**config.mk**
```make
export PLATFORM = sky130hd
export DESIGN_NAME = stash_scan_drain
export DESIGN_NICKNAME = d
export VERILOG_FILES = /design/src/rtl/stash_scan_drain.sv
export SDC_FILE = /design/constraint.sdc
export NUM_CORES = 1
export LEC_CHECK = 0
export CAP_MARGIN = 20
export CELL_PAD_IN_SITES_DETAIL_PLACEMENT = 1
export CELL_PAD_IN_SITES_GLOBAL_PLACEMENT = 1
export CORE_MARGIN = 8
export CORE_UTILIZATION = 44
export CTS_CLUSTER_DIAMETER = 60
export DETAILED_ROUTE_END_ITERATION = 16
export PLACE_DENSITY = 0.88
export REMOVE_ABC_BUFFERS = 1
export SLEW_MARGIN = 20
export SYNTH_ARGS = -nofsm -noshare
export SYNTH_HDL_FRONTEND = slang
export SYNTH_SLANG_ARGS = --single-unit
```
**constraint.sdc**
```tcl
create_clock -name i_clk -period 5.69 [get_ports i_clk]
set_input_delay 1.138 -clock i_clk [delete_from_list [all_inputs] [get_ports i_clk]]
set_output_delay 1.138 -clock i_clk [all_outputs]
set_load 0.02 [all_outputs]
```
**src/rtl/stash_scan_drain.sv**
```systemverilog
// stash_scan_drain
//   Drains the per-access scan table after the scan phase. Entries
//   0..BlocksOnPath-1 are walked root bucket first. Each entry is read, then
//   cleared to SNULL in the following cycle. One writeback descriptor per
//   path slot is emitted through a 2-entry valid/ready output buffer.
//
// Optional feature macro: STASH_DRAIN_STATS_EN
//   When defined, adds o_real_count / o_dummy_count handshake counters.
//
// Ports
//   i_clk, i_rst_n         clock, asynchronous active-low reset
//   i_start                begin a drain (sampled only in IDLE)
//   i_table_ready          scan table has finished its own reset
//   o_dma_addr             scan-table address
//   o_dma_valid            read strobe; i_dma_data is valid the next cycle
//   o_dma_reset            write-SNULL strobe
//   i_dma_data             scan-table read data
//   o_out_saddr            stash entry address (SNULL for a dummy slot)
//   o_out_dummy            slot holds no real block
//   o_out_bucket_last      last slot of a bucket
//   o_out_valid            descriptor valid
//   i_out_ready            downstream accepts the descriptor
//   o_busy                 drain in progress
//   o_done                 one-cycle completion pulse
//   o_real_count           (STASH_DRAIN_STATS_EN) real descriptors handed off
//   o_dummy_count          (STASH_DRAIN_STATS_EN) dummy descriptors handed off

module stash_scan_drain #(
    parameter int unsigned ORAML           = 3,
    parameter int unsigned ORAMZ           = 4,
    parameter int unsigned StashEAWidth    = 8,
    parameter int unsigned ScanTableAWidth = 5,
    parameter int unsigned BlocksOnPath    = ORAMZ * (ORAML + 1),
    parameter logic [StashEAWidth-1:0] SNULL = {StashEAWidth{1'b1}}
) (
    input  logic                       i_clk,
    input  logic                       i_rst_n,
    input  logic                       i_start,
    input  logic                       i_table_ready,
    output logic [ScanTableAWidth-1:0] o_dma_addr,
    output logic                       o_dma_valid,
    output logic                       o_dma_reset,
    input  logic [StashEAWidth-1:0]    i_dma_data,
    output logic [StashEAWidth-1:0]    o_out_saddr,
    output logic                       o_out_dummy,
    output logic                       o_out_bucket_last,
    output logic                       o_out_valid,
    input  logic                       i_out_ready,
    output logic                       o_busy,
`ifdef STASH_DRAIN_STATS_EN
    output logic [ScanTableAWidth-1:0] o_real_count,
    output logic [ScanTableAWidth-1:0] o_dummy_count,
`endif
    output logic                       o_done
);

    localparam int unsigned SlotW = (ORAMZ > 1) ? $clog2(ORAMZ) : 1;
    localparam logic [ScanTableAWidth-1:0] LastIdx  = ScanTableAWidth'(BlocksOnPath - 1);
    localparam logic [SlotW-1:0]           LastSlot = SlotW'(ORAMZ - 1);

    localparam logic [2:0] ST_IDLE  = 3'd0;
    localparam logic [2:0] ST_READ  = 3'd1;
    localparam logic [2:0] ST_CLEAR = 3'd2;
    localparam logic [2:0] ST_DRAIN = 3'd3;
    localparam logic [2:0] ST_DONE  = 3'd4;

    // FSM and control registers
    logic [2:0]                 r_state;
    logic [2:0]                 w_state_nxt;
    logic [ScanTableAWidth-1:0] r_idx;
    logic [ScanTableAWidth-1:0] w_idx_nxt;
    logic [SlotW-1:0]           r_slot;
    logic [SlotW-1:0]           w_slot_nxt;
    logic                       r_wait;
    logic                       w_wait_nxt;
    logic                       r_dma_valid;
    logic                       w_dma_valid_nxt;
    logic                       r_dma_reset;
    logic                       w_dma_reset_nxt;
    logic                       r_busy;
    logic                       r_done;
    logic                       w_done_nxt;
    logic                       w_stats_clr;

    // Output buffer: head entry drives the outputs, r_q1_* is the second slot
    logic [1:0]                 r_cnt;
    logic [1:0]                 w_cnt_nxt;
    logic [1:0]                 w_cnt_after_pop;
    logic                       w_push;
    logic                       w_pop;
    logic                       r_out_valid;
    logic [StashEAWidth-1:0]    r_out_saddr;
    logic                       r_out_dummy;
    logic                       r_out_last;
    logic [StashEAWidth-1:0]    r_q1_saddr;
    logic                       r_q1_dummy;
    logic                       r_q1_last;
    logic                       w_in_dummy;
    logic                       w_in_last;

    assign w_pop           = r_out_valid & i_out_ready;
    assign w_cnt_after_pop = r_cnt - 2'(w_pop);
    assign w_cnt_nxt       = r_cnt + 2'(w_push) - 2'(w_pop);
    assign w_in_dummy      = (i_dma_data == SNULL);
    assign w_in_last       = (r_slot == LastSlot);

    // Next-state and next-output logic
    always_comb begin
        w_state_nxt     = r_state;
        w_idx_nxt       = r_idx;
        w_slot_nxt      = r_slot;
        w_wait_nxt      = r_wait;
        w_dma_valid_nxt = 1'b0;
        w_dma_reset_nxt = 1'b0;
        w_done_nxt      = 1'b0;
        w_push          = 1'b0;
        w_stats_clr     = 1'b0;

        case (r_state)
            ST_IDLE: begin
                // a Start without TableReady is dropped, not remembered
                if (i_start && i_table_ready) begin
                    w_state_nxt     = ST_READ;
                    w_idx_nxt       = '0;
                    w_slot_nxt      = '0;
                    w_wait_nxt      = 1'b0;
                    w_dma_valid_nxt = 1'b1;
                    w_stats_clr     = 1'b1;
                end
            end

            ST_READ: begin
                if (r_wait) begin
                    // gated: issue the read only once the buffer drops to <=1
                    if (w_cnt_after_pop <= 2'd1) begin
                        w_wait_nxt      = 1'b0;
                        w_dma_valid_nxt = 1'b1;
                    end
                end else begin
                    w_state_nxt     = ST_CLEAR;
                    w_dma_reset_nxt = 1'b1;
                end
            end

            ST_CLEAR: begin
                w_push     = 1'b1;
                w_slot_nxt = (r_slot == LastSlot) ? '0 : r_slot + SlotW'(1);
                if (r_idx == LastIdx) begin
                    w_state_nxt = ST_DRAIN;
                end else begin
                    w_idx_nxt   = r_idx + ScanTableAWidth'(1);
                    w_state_nxt = ST_READ;
                    // the push this cycle must leave at most one entry buffered
                    if (w_cnt_after_pop == 2'd0) begin
                        w_dma_valid_nxt = 1'b1;
                        w_wait_nxt      = 1'b0;
                    end else begin
                        w_wait_nxt      = 1'b1;
                    end
                end
            end

            ST_DRAIN: begin
                if (r_cnt == 2'd0) begin
                    w_state_nxt = ST_DONE;
                    w_done_nxt  = 1'b1;
                end
            end

            ST_DONE: begin
                w_state_nxt = ST_IDLE;
            end

            default: begin
                w_state_nxt = ST_IDLE;
            end
        endcase
    end

    // State and registered control outputs
    always_ff @(posedge i_clk or negedge i_rst_n) begin
        if (!i_rst_n) begin
            r_state     <= ST_IDLE;
            r_idx       <= '0;
            r_slot      <= '0;
            r_wait      <= 1'b0;
            r_dma_valid <= 1'b0;
            r_dma_reset <= 1'b0;
            r_busy      <= 1'b0;
            r_done      <= 1'b0;
        end else begin
            r_state     <= w_state_nxt;
            r_idx       <= w_idx_nxt;
            r_slot      <= w_slot_nxt;
            r_wait      <= w_wait_nxt;
            r_dma_valid <= w_dma_valid_nxt;
            r_dma_reset <= w_dma_reset_nxt;
            r_busy      <= (w_state_nxt != ST_IDLE);
            r_done      <= w_done_nxt;
        end
    end

    // Two-entry output buffer; head is held while stalled
    always_ff @(posedge i_clk or negedge i_rst_n) begin
        if (!i_rst_n) begin
            r_cnt       <= 2'd0;
            r_out_valid <= 1'b0;
            r_out_saddr <= SNULL;
            r_out_dummy <= 1'b1;
            r_out_last  <= 1'b0;
            r_q1_saddr  <= SNULL;
            r_q1_dummy  <= 1'b1;
            r_q1_last   <= 1'b0;
        end else begin
            r_cnt       <= w_cnt_nxt;
            r_out_valid <= (w_cnt_nxt != 2'd0);
            if (w_pop && (r_cnt == 2'd2)) begin
                r_out_saddr <= r_q1_saddr;
                r_out_dummy <= r_q1_dummy;
                r_out_last  <= r_q1_last;
            end
            if (w_push) begin
                if ((r_cnt == 2'd0) || ((r_cnt == 2'd1) && w_pop)) begin
                    r_out_saddr <= i_dma_data;
                    r_out_dummy <= w_in_dummy;
                    r_out_last  <= w_in_last;
                end else begin
                    r_q1_saddr  <= i_dma_data;
                    r_q1_dummy  <= w_in_dummy;
                    r_q1_last   <= w_in_last;
                end
            end
        end
    end

`ifdef STASH_DRAIN_STATS_EN
    // Handshake counters, cleared when a drain is accepted
    logic [ScanTableAWidth-1:0] r_real_cnt;
    logic [ScanTableAWidth-1:0] r_dummy_cnt;

    always_ff @(posedge i_clk or negedge i_rst_n) begin
        if (!i_rst_n) begin
            r_real_cnt  <= '0;
            r_dummy_cnt <= '0;
        end else if (w_stats_clr) begin
            r_real_cnt  <= '0;
            r_dummy_cnt <= '0;
        end else if (w_pop) begin
            if (r_out_dummy) begin
                r_dummy_cnt <= r_dummy_cnt + ScanTableAWidth'(1);
            end else begin
                r_real_cnt  <= r_real_cnt + ScanTableAWidth'(1);
            end
        end
    end

    assign o_real_count  = r_real_cnt;
    assign o_dummy_count = r_dummy_cnt;
`endif

    assign o_dma_addr        = r_idx;
    assign o_dma_valid       = r_dma_valid;
    assign o_dma_reset       = r_dma_reset;
    assign o_out_saddr       = r_out_saddr;
    assign o_out_dummy       = r_out_dummy;
    assign o_out_bucket_last = r_out_last;
    assign o_out_valid       = r_out_valid;
    assign o_busy            = r_busy;
    assign o_done            = r_done;

endmodule

```
==> out/metrics.cfg <==
[floorplan]
die_x_um = 80.77
start_util_pct = 45.81
io_pins = 33
die_area_um2 = 6523
die_h_um = 80.77
num_rows = 23
core_area_um2 = 4029

[timing]
max_freq_ghz = 0.3693
skew_ns = 0.004807
hold_viol = 0
layout_min_cycle_time_ns = 2.708
post-route-period-util_pct = 47.59
relSlewSlack_pct = 30.45
rsz0062_at_grt = no
tightestPinTransition_ns = 1.038
worst_slack_ns = 2.982
holdWs_ns = 0.5022
slew_violations = 0
setup_violations = 0
tns_ns = 0

[routing]
postRouteAntennaNets = 0
drt_iter0_drc = 48
wl_per_cell_um = 18.53
dr.pass1.iters = 3
viasPerCell = 5.539
drc = 0
route.vias.total = 1357
wl_um = 4540

[placement]
hpwl_um = 3283
routabilityCongestion = 0.7698
dp_cells = 237
io_buffers = 32
dpl_worst_slack_ns = 2.667

[pwr]
p_leak_uw = 0.0009637
switching_share_pct = 35.33
cell_internal_pwr_uw = 843.2
netSwitchingPower_uw = 460.6
pwr-share-comb_pct = 38.9
clkPwrFrac_pct = 20.3
irDropWorstVdd_mv = 0.2169
power.density_nw_per_um2 = 559.3
power_frac_seq_pct = 40.8

[global_route]
antenna_found_initial = 0
grt_start_max_net_pins = 39
grt_pass1_vias = 1533
grt_usage_pct = 15.26
grt_first_pass_wirelength_um = 7665
overflow = 0

[clock_network]
clk_pin_slew_worst_paths_ns = 0.08
clock_latency_ns = 0.29
htree_levels = 2
clock-sinks = 38
cts_tree = built
cts_setup_buffers = 0
root_buffer = clkbuf_8
cts-buffers-inserted = 5
postCtsHoldBufs = 0
cts_resized = 0
clock_path_buffers = 2

[logic_synthesis]
synth-edff-count = 0
synthCells = 161
yosys.area_share.xor_xnor_pct = 1.898
netlist_area_um2 = 1846
synth.most_common_cell = dfrtp_1
synth_compound_area_share_pct = 11.39
synth.area.top_cells = dfrtp_1, dfstp_2, mux2_2, mux2i_1, o21ai_0
synthTopCellsByCount = dfrtp_1, dfstp_2, nand2_1, o21ai_0
ys_ff_latch = 38
yosys.area_share.simple_pct = 16.00
synthMuxAreaShare_pct = 12.14
synth_top_family_by_area = simple AND/OR/NAND/NOR gates
syn_area_per_cell_um2 = 11.46
yosysTopAreaCellShare_pct = 27.12
ys_types = 44
yosysWarnings = 0
yosysTopAreaCell = dfrtp_1
synth-main-ff-cell = dfrtp_1
synth_seq_area_share_pct = 52.75
synthAdderAreaFrac_pct = 2.712
async_flop_share_pct = 100.0

[setup_path]
cp.required_ns = 5.82
path_cells = clkdlybuf4s50_1 > a21boi_1 > nor3_2 > o21ai_0
worst-path-buf-inv = 1
cp_top_family = simple AND/OR/NAND/NOR gates
cp-start-kind = primary input
worst_path_max_delay_cell = nor3_2
cp_slowest_stage_delay_ns = 0.85
cp-end-kind = flop
path_class = primary input to flop
crit_fanout = 20
arrival_ns = 2.84

[finish]
fin_nets = 211
drive_gt1_share_pct = 22.56
final_cells = 245
n_fill_cell = 425
multi_input_area_um2 = 814.5
areaGrowthSynthToFinish_pct = 26.31
layout.area.seq_um2 = 973.4
antenna_cells = 0

[run_status]
status = finished clean

[hold_path]
hold_path_class = flop to flop

[job]
cap_violations = 0

worst register-to-register path, delay by kind of cell (launching register included):
family          cells  cell delay (ns)
compound gates      1             0.22
simple gates        2             1.34
flops               1             0.67
sequential cells by signal, indices dropped and copies added (netlist names), 2 cells and up:
name and count:
o_out_saddr 8, o_dma_addr 5, r_slot 2, r_q1_saddr 8, r_state 3, r_cnt 2
layer usage:
| metal | GRT usage [%] | vias up | routed length, µm |
|---|---|---|---|
| li1 | - | 647 | - |
| met2 | 25.10 | 35 | 2223 |
| met3 | 6.181 | 7 | 356 |
| met4 | 7.321 | 0 | 81 |
| met5 | 0 | - | 0 |
| met1 | 16.86 | 668 | 1879 |
through the flow:
stage          util [%]  area (µm²)  power (µW)
2_1_floorplan         -        1803       831.4
3_3_place_gp      54.44        2193        1005
3_5_place_dp      54.44        2193        1048
4_1_cts           57.86        2331        1321
5_1_grt           57.86        2331        1389
6_report          57.86        2331        1304
power groups by stage:
stage               clock, µW  combinational (µW)  sequential (µW)
global route              281                 558              550
global placement            0                 486              518
finish                    265                 507              532
floorplan                   0                 261              571
CTS                       273                 516              532
detailed placement          0                 512              536
area by class of cell:
| type | count | share of cell area [%] |
|---|---|---|
| Inverter | 4 | 0.6441 |
| Clock buffer | 7 | 4.616 |
| Timing Repair Buffer | 33 | 14.06 |
| Multi-Input combinational cell | 112 | 34.94 |
| Sequential cell | 38 | 41.76 |
| Clock inverter | 1 | 1.288 |
| Tap cell | 50 | 2.684 |
placed cells by master, fill, tap and decap left out, drive strengths merged, types with 2 or more instances in the layout:
master / netlist / final
a211oi: 2 / 2
a21oi: 2 / 2
a22oi: 2 / 2
clkbuf: 0 / 7
clkdlybuf4s50: 0 / 32
dfrtp: 20 / 20
dfstp: 18 / 18
ha: 4 / 4
inv: 4 / 4
mux2: 11 / 11
mux2i: 10 / 10
nand2: 18 / 18
nand4: 3 / 3
nor2: 8 / 8
nor2b: 3 / 3
nor3: 4 / 4
nor4: 2 / 2
o21ai: 20 / 20
xnor2: 3 / 3
final timing paths:
path / slack, ns / from / cells after the start / endpoint
min: 0.50 / r_slot[0] / 1 / r_slot[0]
min reg2reg: 0.50 / r_slot[0] / 1 / r_slot[0]
max: 2.98 / i_out_ready / 4 / o_out_bucket_last
max in group asynchronous: 4.04 / i_rst_n / 2 / r_q1_saddr[0]
min in group asynchronous: 1.29 / i_rst_n / 2 / r_slot[1]
max reg2reg: 3.30 / r_state[1] / 3 / o_out_bucket_last
cells by family (layout without fill, tap and decap cells):
logic type      count (synthesis)  after routing
fa+ha+maj                       4              4
xor+xnor                        4              4
mux                            21             21
simple gates                   49             49
flops                          38             38
buf+inv                        11             45
compound gates                 34             34
No activity file was read; power rests on OpenSTA's default activity.
